[config.mk]
export PLATFORM = sky130hd
export DESIGN_NAME = inv_mix_columns_seq_flat
export DESIGN_NICKNAME = d
export VERILOG_FILES = /design/src/rtl/inv_mix_columns_seq_if.sv /design/src/rtl/inv_mix_columns_seq.sv /design/src/flat_wrapper.sv
export SDC_FILE = /design/constraint.sdc
export NUM_CORES = 1
export LEC_CHECK = 0
export CAP_MARGIN = 20
export CORE_MARGIN = 3
export CORE_UTILIZATION = 48
export DETAILED_ROUTE_END_ITERATION = 16
export PLACE_DENSITY = 0.78
export SLEW_MARGIN = 40
export SYNTH_ARGS = -nofsm -noshare
export SYNTH_HDL_FRONTEND = slang
export SYNTH_SLANG_ARGS = --single-unit
[constraint.sdc]
create_clock -name clk -period 3.5 [get_ports clk]
set_clock_uncertainty 0.05 [all_clocks]
set_input_delay 1.05 -clock clk [delete_from_list [all_inputs] [get_ports clk]]
set_output_delay 1.05 -clock clk [all_outputs]
set_load 0.02 [all_outputs]
[src/rtl/inv_mix_columns_seq_if.sv]
// inv_mix_columns_seq_if -- request/response bundle for inv_mix_columns_seq.
//
// Handshake: the master raises start with state_in valid. The block samples
// start only while busy=0. A sampled start is accepted, and state_in is
// captured on that same edge. done is a one-cycle pulse, and state_out is
// valid from that cycle until the next done. start held high during the done
// cycle is accepted on the next edge.
//
// Signals:
//   start     master->slave  request strobe
//   state_in  master->slave  128-bit AES state, byte k at [127-8k -: 8]
//   busy      slave->master  transform in progress
//   done      slave->master  single-cycle completion pulse
//   state_out slave->master  InvMixColumns result, held between completions
//   dbg_state slave->master  FSM state (0 = IDLE, 1 = PROC)
//   dbg_col   slave->master  column counter
interface inv_mix_columns_seq_if;
  logic         start;
  logic [127:0] state_in;
  logic         busy;
  logic         done;
  logic [127:0] state_out;
  logic         dbg_state;
  logic [1:0]   dbg_col;

  modport master (
    output start, state_in,
    input  busy, done, state_out, dbg_state, dbg_col
  );

  modport slave (
    input  start, state_in,
    output busy, done, state_out, dbg_state, dbg_col
  );
endinterface

[src/rtl/inv_mix_columns_seq.sv]
// inv_mix_columns_seq -- sequential AES InvMixColumns, one column per cycle.
//
// The block captures state_in on the accepting edge (E0). It then transforms
// columns 0..3 on edges E1..E4 through a single four-byte GF(2^8) multiplier
// bank. On E4 it publishes the full result on state_out and pulses done.
//
// Ports:
//   clk    system clock, rising edge
//   n_rst  synchronous active-low reset
//   bus    inv_mix_columns_seq_if.slave (start, state_in, busy, done,
//          state_out, dbg_state, dbg_col)
module inv_mix_columns_seq (
  input  logic                        clk,
  input  logic                        n_rst,
  inv_mix_columns_seq_if.slave        bus
);

  localparam logic [0:0] IDLE = 1'b0;
  localparam logic [0:0] PROC = 1'b1;

  logic [0:0]   state_q;
  logic [1:0]   col_q;
  logic [127:0] work_q;
  logic [127:0] out_q;
  logic         busy_q;
  logic         done_q;

  // GF(2^8) doubling modulo x^8+x^4+x^3+x+1
  function automatic logic [7:0] xtime(input logic [7:0] b);
    return {b[6:0], 1'b0} ^ (b[7] ? 8'h1b : 8'h00);
  endfunction

  // Column currently addressed by col_q
  logic [31:0] col_word;
  always_comb begin
    col_word = work_q[127:96];
    case (col_q)
      2'd0: col_word = work_q[127:96];
      2'd1: col_word = work_q[95:64];
      2'd2: col_word = work_q[63:32];
      2'd3: col_word = work_q[31:0];
      default: col_word = work_q[127:96];
    endcase
  end

  // Shared multiplier bank: x9, x11, x13, x14 of each byte of the column
  logic [7:0] a   [4];
  logic [7:0] m9  [4];
  logic [7:0] m11 [4];
  logic [7:0] m13 [4];
  logic [7:0] m14 [4];

  always_comb begin
    for (int i = 0; i < 4; i++) begin
      logic [7:0] x2, x4, x8;
      a[i]   = col_word[31-8*i -: 8];
      x2     = xtime(a[i]);
      x4     = xtime(x2);
      x8     = xtime(x4);
      m9[i]  = x8 ^ a[i];
      m11[i] = x8 ^ x2 ^ a[i];
      m13[i] = x8 ^ x4 ^ a[i];
      m14[i] = x8 ^ x4 ^ x2;
    end
  end

  logic [31:0] col_res;
  always_comb begin
    col_res[31:24] = m14[0] ^ m11[1] ^ m13[2] ^ m9[3];
    col_res[23:16] = m9[0]  ^ m14[1] ^ m11[2] ^ m13[3];
    col_res[15:8]  = m13[0] ^ m9[1]  ^ m14[2] ^ m11[3];
    col_res[7:0]   = m11[0] ^ m13[1] ^ m9[2]  ^ m14[3];
  end

  // Work register with the current column replaced by its result
  logic [127:0] next_work;
  always_comb begin
    next_work = work_q;
    case (col_q)
      2'd0: next_work[127:96] = col_res;
      2'd1: next_work[95:64]  = col_res;
      2'd2: next_work[63:32]  = col_res;
      2'd3: next_work[31:0]   = col_res;
      default: next_work = work_q;
    endcase
  end

  always_ff @(posedge clk) begin
    if (!n_rst) begin
      state_q <= IDLE;
      col_q   <= 2'd0;
      work_q  <= 128'h0;
      out_q   <= 128'h0;
      busy_q  <= 1'b0;
      done_q  <= 1'b0;
    end else begin
      done_q <= 1'b0;
      case (state_q)
        IDLE: begin
          col_q <= 2'd0;
          if (bus.start) begin
            work_q  <= bus.state_in;
            busy_q  <= 1'b1;
            state_q <= PROC;
          end
        end
        PROC: begin
          work_q <= next_work;
          if (col_q == 2'd3) begin
            // next_work already holds all four transformed columns
            out_q   <= next_work;
            done_q  <= 1'b1;
            busy_q  <= 1'b0;
            col_q   <= 2'd0;
            state_q <= IDLE;
          end else begin
            col_q <= col_q + 2'd1;
          end
        end
        default: begin
          state_q <= IDLE;
          col_q   <= 2'd0;
          busy_q  <= 1'b0;
        end
      endcase
    end
  end

  assign bus.busy      = busy_q;
  assign bus.done      = done_q;
  assign bus.state_out = out_q;
  assign bus.dbg_state = state_q[0];
  assign bus.dbg_col   = col_q;

endmodule

[src/flat_wrapper.sv]
// flat-port wrapper written by rule: the top's interface ports become plain ports
module inv_mix_columns_seq_flat 
  (clk, n_rst, bus_start, bus_state_in, bus_busy, bus_done, bus_state_out, bus_dbg_state, bus_dbg_col);
  inv_mix_columns_seq_if bus_i ();
  input  logic clk;
  input  logic n_rst;
  input wire logic [$bits(bus_i.start)-1:0] bus_start;
  input wire logic [$bits(bus_i.state_in)-1:0] bus_state_in;
  output wire logic [$bits(bus_i.busy)-1:0] bus_busy;
  output wire logic [$bits(bus_i.done)-1:0] bus_done;
  output wire logic [$bits(bus_i.state_out)-1:0] bus_state_out;
  output wire logic [$bits(bus_i.dbg_state)-1:0] bus_dbg_state;
  output wire logic [$bits(bus_i.dbg_col)-1:0] bus_dbg_col;
  assign bus_i.start = bus_start;
  assign bus_i.state_in = bus_state_in;
  assign bus_busy = bus_i.busy;
  assign bus_done = bus_i.done;
  assign bus_state_out = bus_i.state_out;
  assign bus_dbg_state = bus_i.dbg_state;
  assign bus_dbg_col = bus_i.dbg_col;
  inv_mix_columns_seq u_core (.clk(clk), .n_rst(n_rst), .bus(bus_i));
endmodule
==> results.sh <==
export IMPL_async_reset_ff_share_pct=0
export IMPL_rows=60
export IMPL_period_minus_slack_ns=3.61
export IMPL_synth_cells=1538
export IMPL_timing_slew_headroom_pct=47.5
export IMPL_grt_overflow=0
export IMPL_track_usage_pct=33.7
export IMPL_placed_cells=2223
export IMPL_worstPathMaxFanout=5
export IMPL_rsz0062_at_grt="yes"
export IMPL_yosys_cell_types_count=44
export IMPL_coreArea_sq_mm=0.0273
export IMPL_die_h_um=174
export IMPL_clock_latency_ns=0.57
export IMPL_grt_pass1_vias=13247
export IMPL_yosysWarnings=0
export IMPL_crit_type="reg2reg"
export IMPL_cpPeakStageDelay_ns=0.50
export IMPL_antenna_cells=0
export IMPL_cts_max_path_buffers=3
export IMPL_cts_tree="built"
export IMPL_hold_class="reg2reg"
export IMPL_ant_nets=0
export IMPL_fin_ws_ns=-0.109
export IMPL_numCtsBuffers=28
export IMPL_grt_pass1_wl_um=79900
export IMPL_crit_top_cell="xnor2_4"
export IMPL_drcViolationCount=0
export IMPL_final_setup_tns_ns=-1.36
export IMPL_portBuffers=263
export IMPL_avgViaCountPerCell=6.10
export IMPL_gp_congestion=1.01
export IMPL_start_util_pct=49.6
export IMPL_hpwl_um=38800
export IMPL_syn_avg_cell_area_sq_um=8.82
export IMPL_cp_data_required_time_ns=3.90
export IMPL_ys_ff_latch=261
export IMPL_ctsHoldBuffers=0
export IMPL_via_count=14175
export IMPL_max_slew_worst_pin_slew_ns=0.787
export IMPL_final_nets=2064
export IMPL_violations="setup timing"
export IMPL_first_pass_iters=9
export IMPL_grt_max_degree=118
export IMPL_cts_max_level=1
export IMPL_timing_hold_ws_ns=0.398
export IMPL_die_area_sq_mm=0.0303
export IMPL_ys_seq_area_share_pct=38.5
export IMPL_numClockSinks=261
export IMPL_clk_pin_slew_ns=0.07
export IMPL_crit_path_end_kind="flip-flop"
export IMPL_max_freq_mhz=277
export IMPL_cap_violations=0
export IMPL_cp_cell_sequence="inv_4 -> ha_4 -> buf_12 -> buf_8 -> a222oi_1 -> buf_4 -> xnor2_4 -> o21ai_4 -> xnor3_2 -> xnor3_2 -> xnor2_4 -> xnor2_4 -> a21oi_1 -> a21o_1"
export IMPL_syn_cell_area_sq_mm=0.0136
export IMPL_drt_iter0_drc=1933
export IMPL_final_hold_viol_count=0
export IMPL_crit_arrival_ns=4.01
export IMPL_post_drt_wl_per_cell_um=24.4
export IMPL_synth_edf_count=0
export IMPL_die_x_um=174
export IMPL_drive_gt1_share_pct=23.0
export IMPL_syn2layout_area_growth_pct=49.2
export IMPL_fin_cells=2322
export IMPL_finalCritPeriodShare_pct=103
export IMPL_syn_nets=1674
export IMPL_status="finished, violations left"
export IMPL_wl_um=56600
export IMPL_critical_path_slowest_cell="xnor3_2"
export IMPL_antenna_found_initial=1
export IMPL_ios=264
export IMPL_startpoint_type="flip-flop"
export IMPL_root_buffer="clkbuf_16"
export IMPL_finalSetupViolCount=23
export IMPL_synth_ff_type="dfxtp_1"
export IMPL_slew_viol_final=0
-- placed cells by master (no fill, tap or decap), types with 20 or more instances in the layout --
cell,count
clkdlybuf4s50_1,262
dfxtp_1,258
buf_4,191
nand2_1,137
a21oi_1,122
o21ai_0,116
xnor2_1,108
nor2_1,57
nor2b_1,54
o221ai_1,54
xor2_1,37
xnor2_2,36
clkbuf_16,33
a222oi_1,32
mux2i_1,29
a22oi_1,25
a31oi_1,24
a21boi_0,21
a21oi_2,20
o211a_1,20
-- through the flow --
stage / area (sq um) / setup slack (ns) / util [%]
2_1_floorplan: 13600 / -0.0597 / -
3_3_place_gp: 17800 / -0.226 / 65.2
3_5_place_dp: 17800 / -0.294 / 65.3
4_1_cts: 19000 / 0.00359 / 69.4
5_1_grt: 20200 / -0.176 / 74.1
6_report: 20200 / -0.109 / 74.1
-- final cells by class --
class	instances	area (sq um)
clock buffers	37	805
inverters	15	63.8
repair buffers	494	4760
flip-flops and latches	261	5230
fillers	2006	7090
clock inverters	15	176
multi-input cells	1128	8730
well taps	372	465
-- cells by family after synthesis --
logic type      count (synthesis)  share of synthesized area [%]
xor+xnor                      221                           15.9
fa+ha+maj                       5                          0.461
flops                         261                           38.5
mux                            57                           4.34
buf+inv                       149                           4.29
compound gates                549                           26.6
simple gates                  296                           9.88
-- flip-flops by register name, indices dropped and copies added (netlist names) --
name and flops:
u_core.bus.busy 1, u_core.bus.dbg_col 2, u_core.bus.dbg_state 1, u_core.bus.done 1
u_core.bus.state_out 128, u_core.work_q 128
-- worst max-delay path: cells and delay by family, from the launching register on --
family | cells | cell delay, ns
AOI/OAI and AO/OA | 4 | 0.84
xor gates and xnor gates | 5 | 1.45
adders and majority gates | 1 | 0.21
buffers and inverters | 4 | 0.55
DFF | 1 | 0.39
-- Yosys cell counts, drive strengths merged (13+ instances only) --
cell	n	share of area (%)
inv	15	0.42
dfxtp	261	39
nand2b	13	0.60
nor2b	55	2.5
nand2	140	3.9
a222oi	32	2.4
o221ai	54	3.5
a22oi	25	1.4
a21o	15	0.83
clkbuf	114	3.2
buf	20	0.72
xor2	52	3.4
and2	17	0.78
a31oi	24	1.1
a21oi	146	5.4
o21ai	149	5.6
mux2	15	1.2
a22o	15	0.97
xnor2	157	11
a21boi	23	1.3
nor2	61	1.7
a211oi	18	1.0
o211a	20	1.5
mux2i	42	3.1
-- final timing paths --
check | endpoint | cells past startpoint | start | slack (ns)
setup / recovery | u_core.bus.state_out[76] | 14 | u_core.bus.dbg_col[1] | -0.11
hold / removal | u_core.bus.state_out[99] | 2 | u_core.bus.state_out[99] | 0.40
setup reg to reg | u_core.bus.state_out[76] | 14 | u_core.bus.dbg_col[1] | -0.11
hold reg to reg | u_core.bus.state_out[99] | 2 | u_core.bus.state_out[99] | 0.40
-- per-layer routing --
layer	track usage [%]	wire length [um]	vias to the layer above	share of wire, %
met5	0	13	-	0.023
met4	13.3	3180	2	5.6
met3	7.51	6060	183	11
met2	52.7	25300	946	45
met1	45.4	22100	6758	39
li1	-	-	6286	-
-- timing repair --
item,4_1_cts,5_1_grt
resized for setup,20,161
setup buffers,4,39
gates cloned,0,5
pin swaps,10,54
endpoints found under the setup margin,114,199
Power is left out: the tool's default activity adds up to more than one toggle a clock period on the data nets, which glitch-free logic cannot reach.
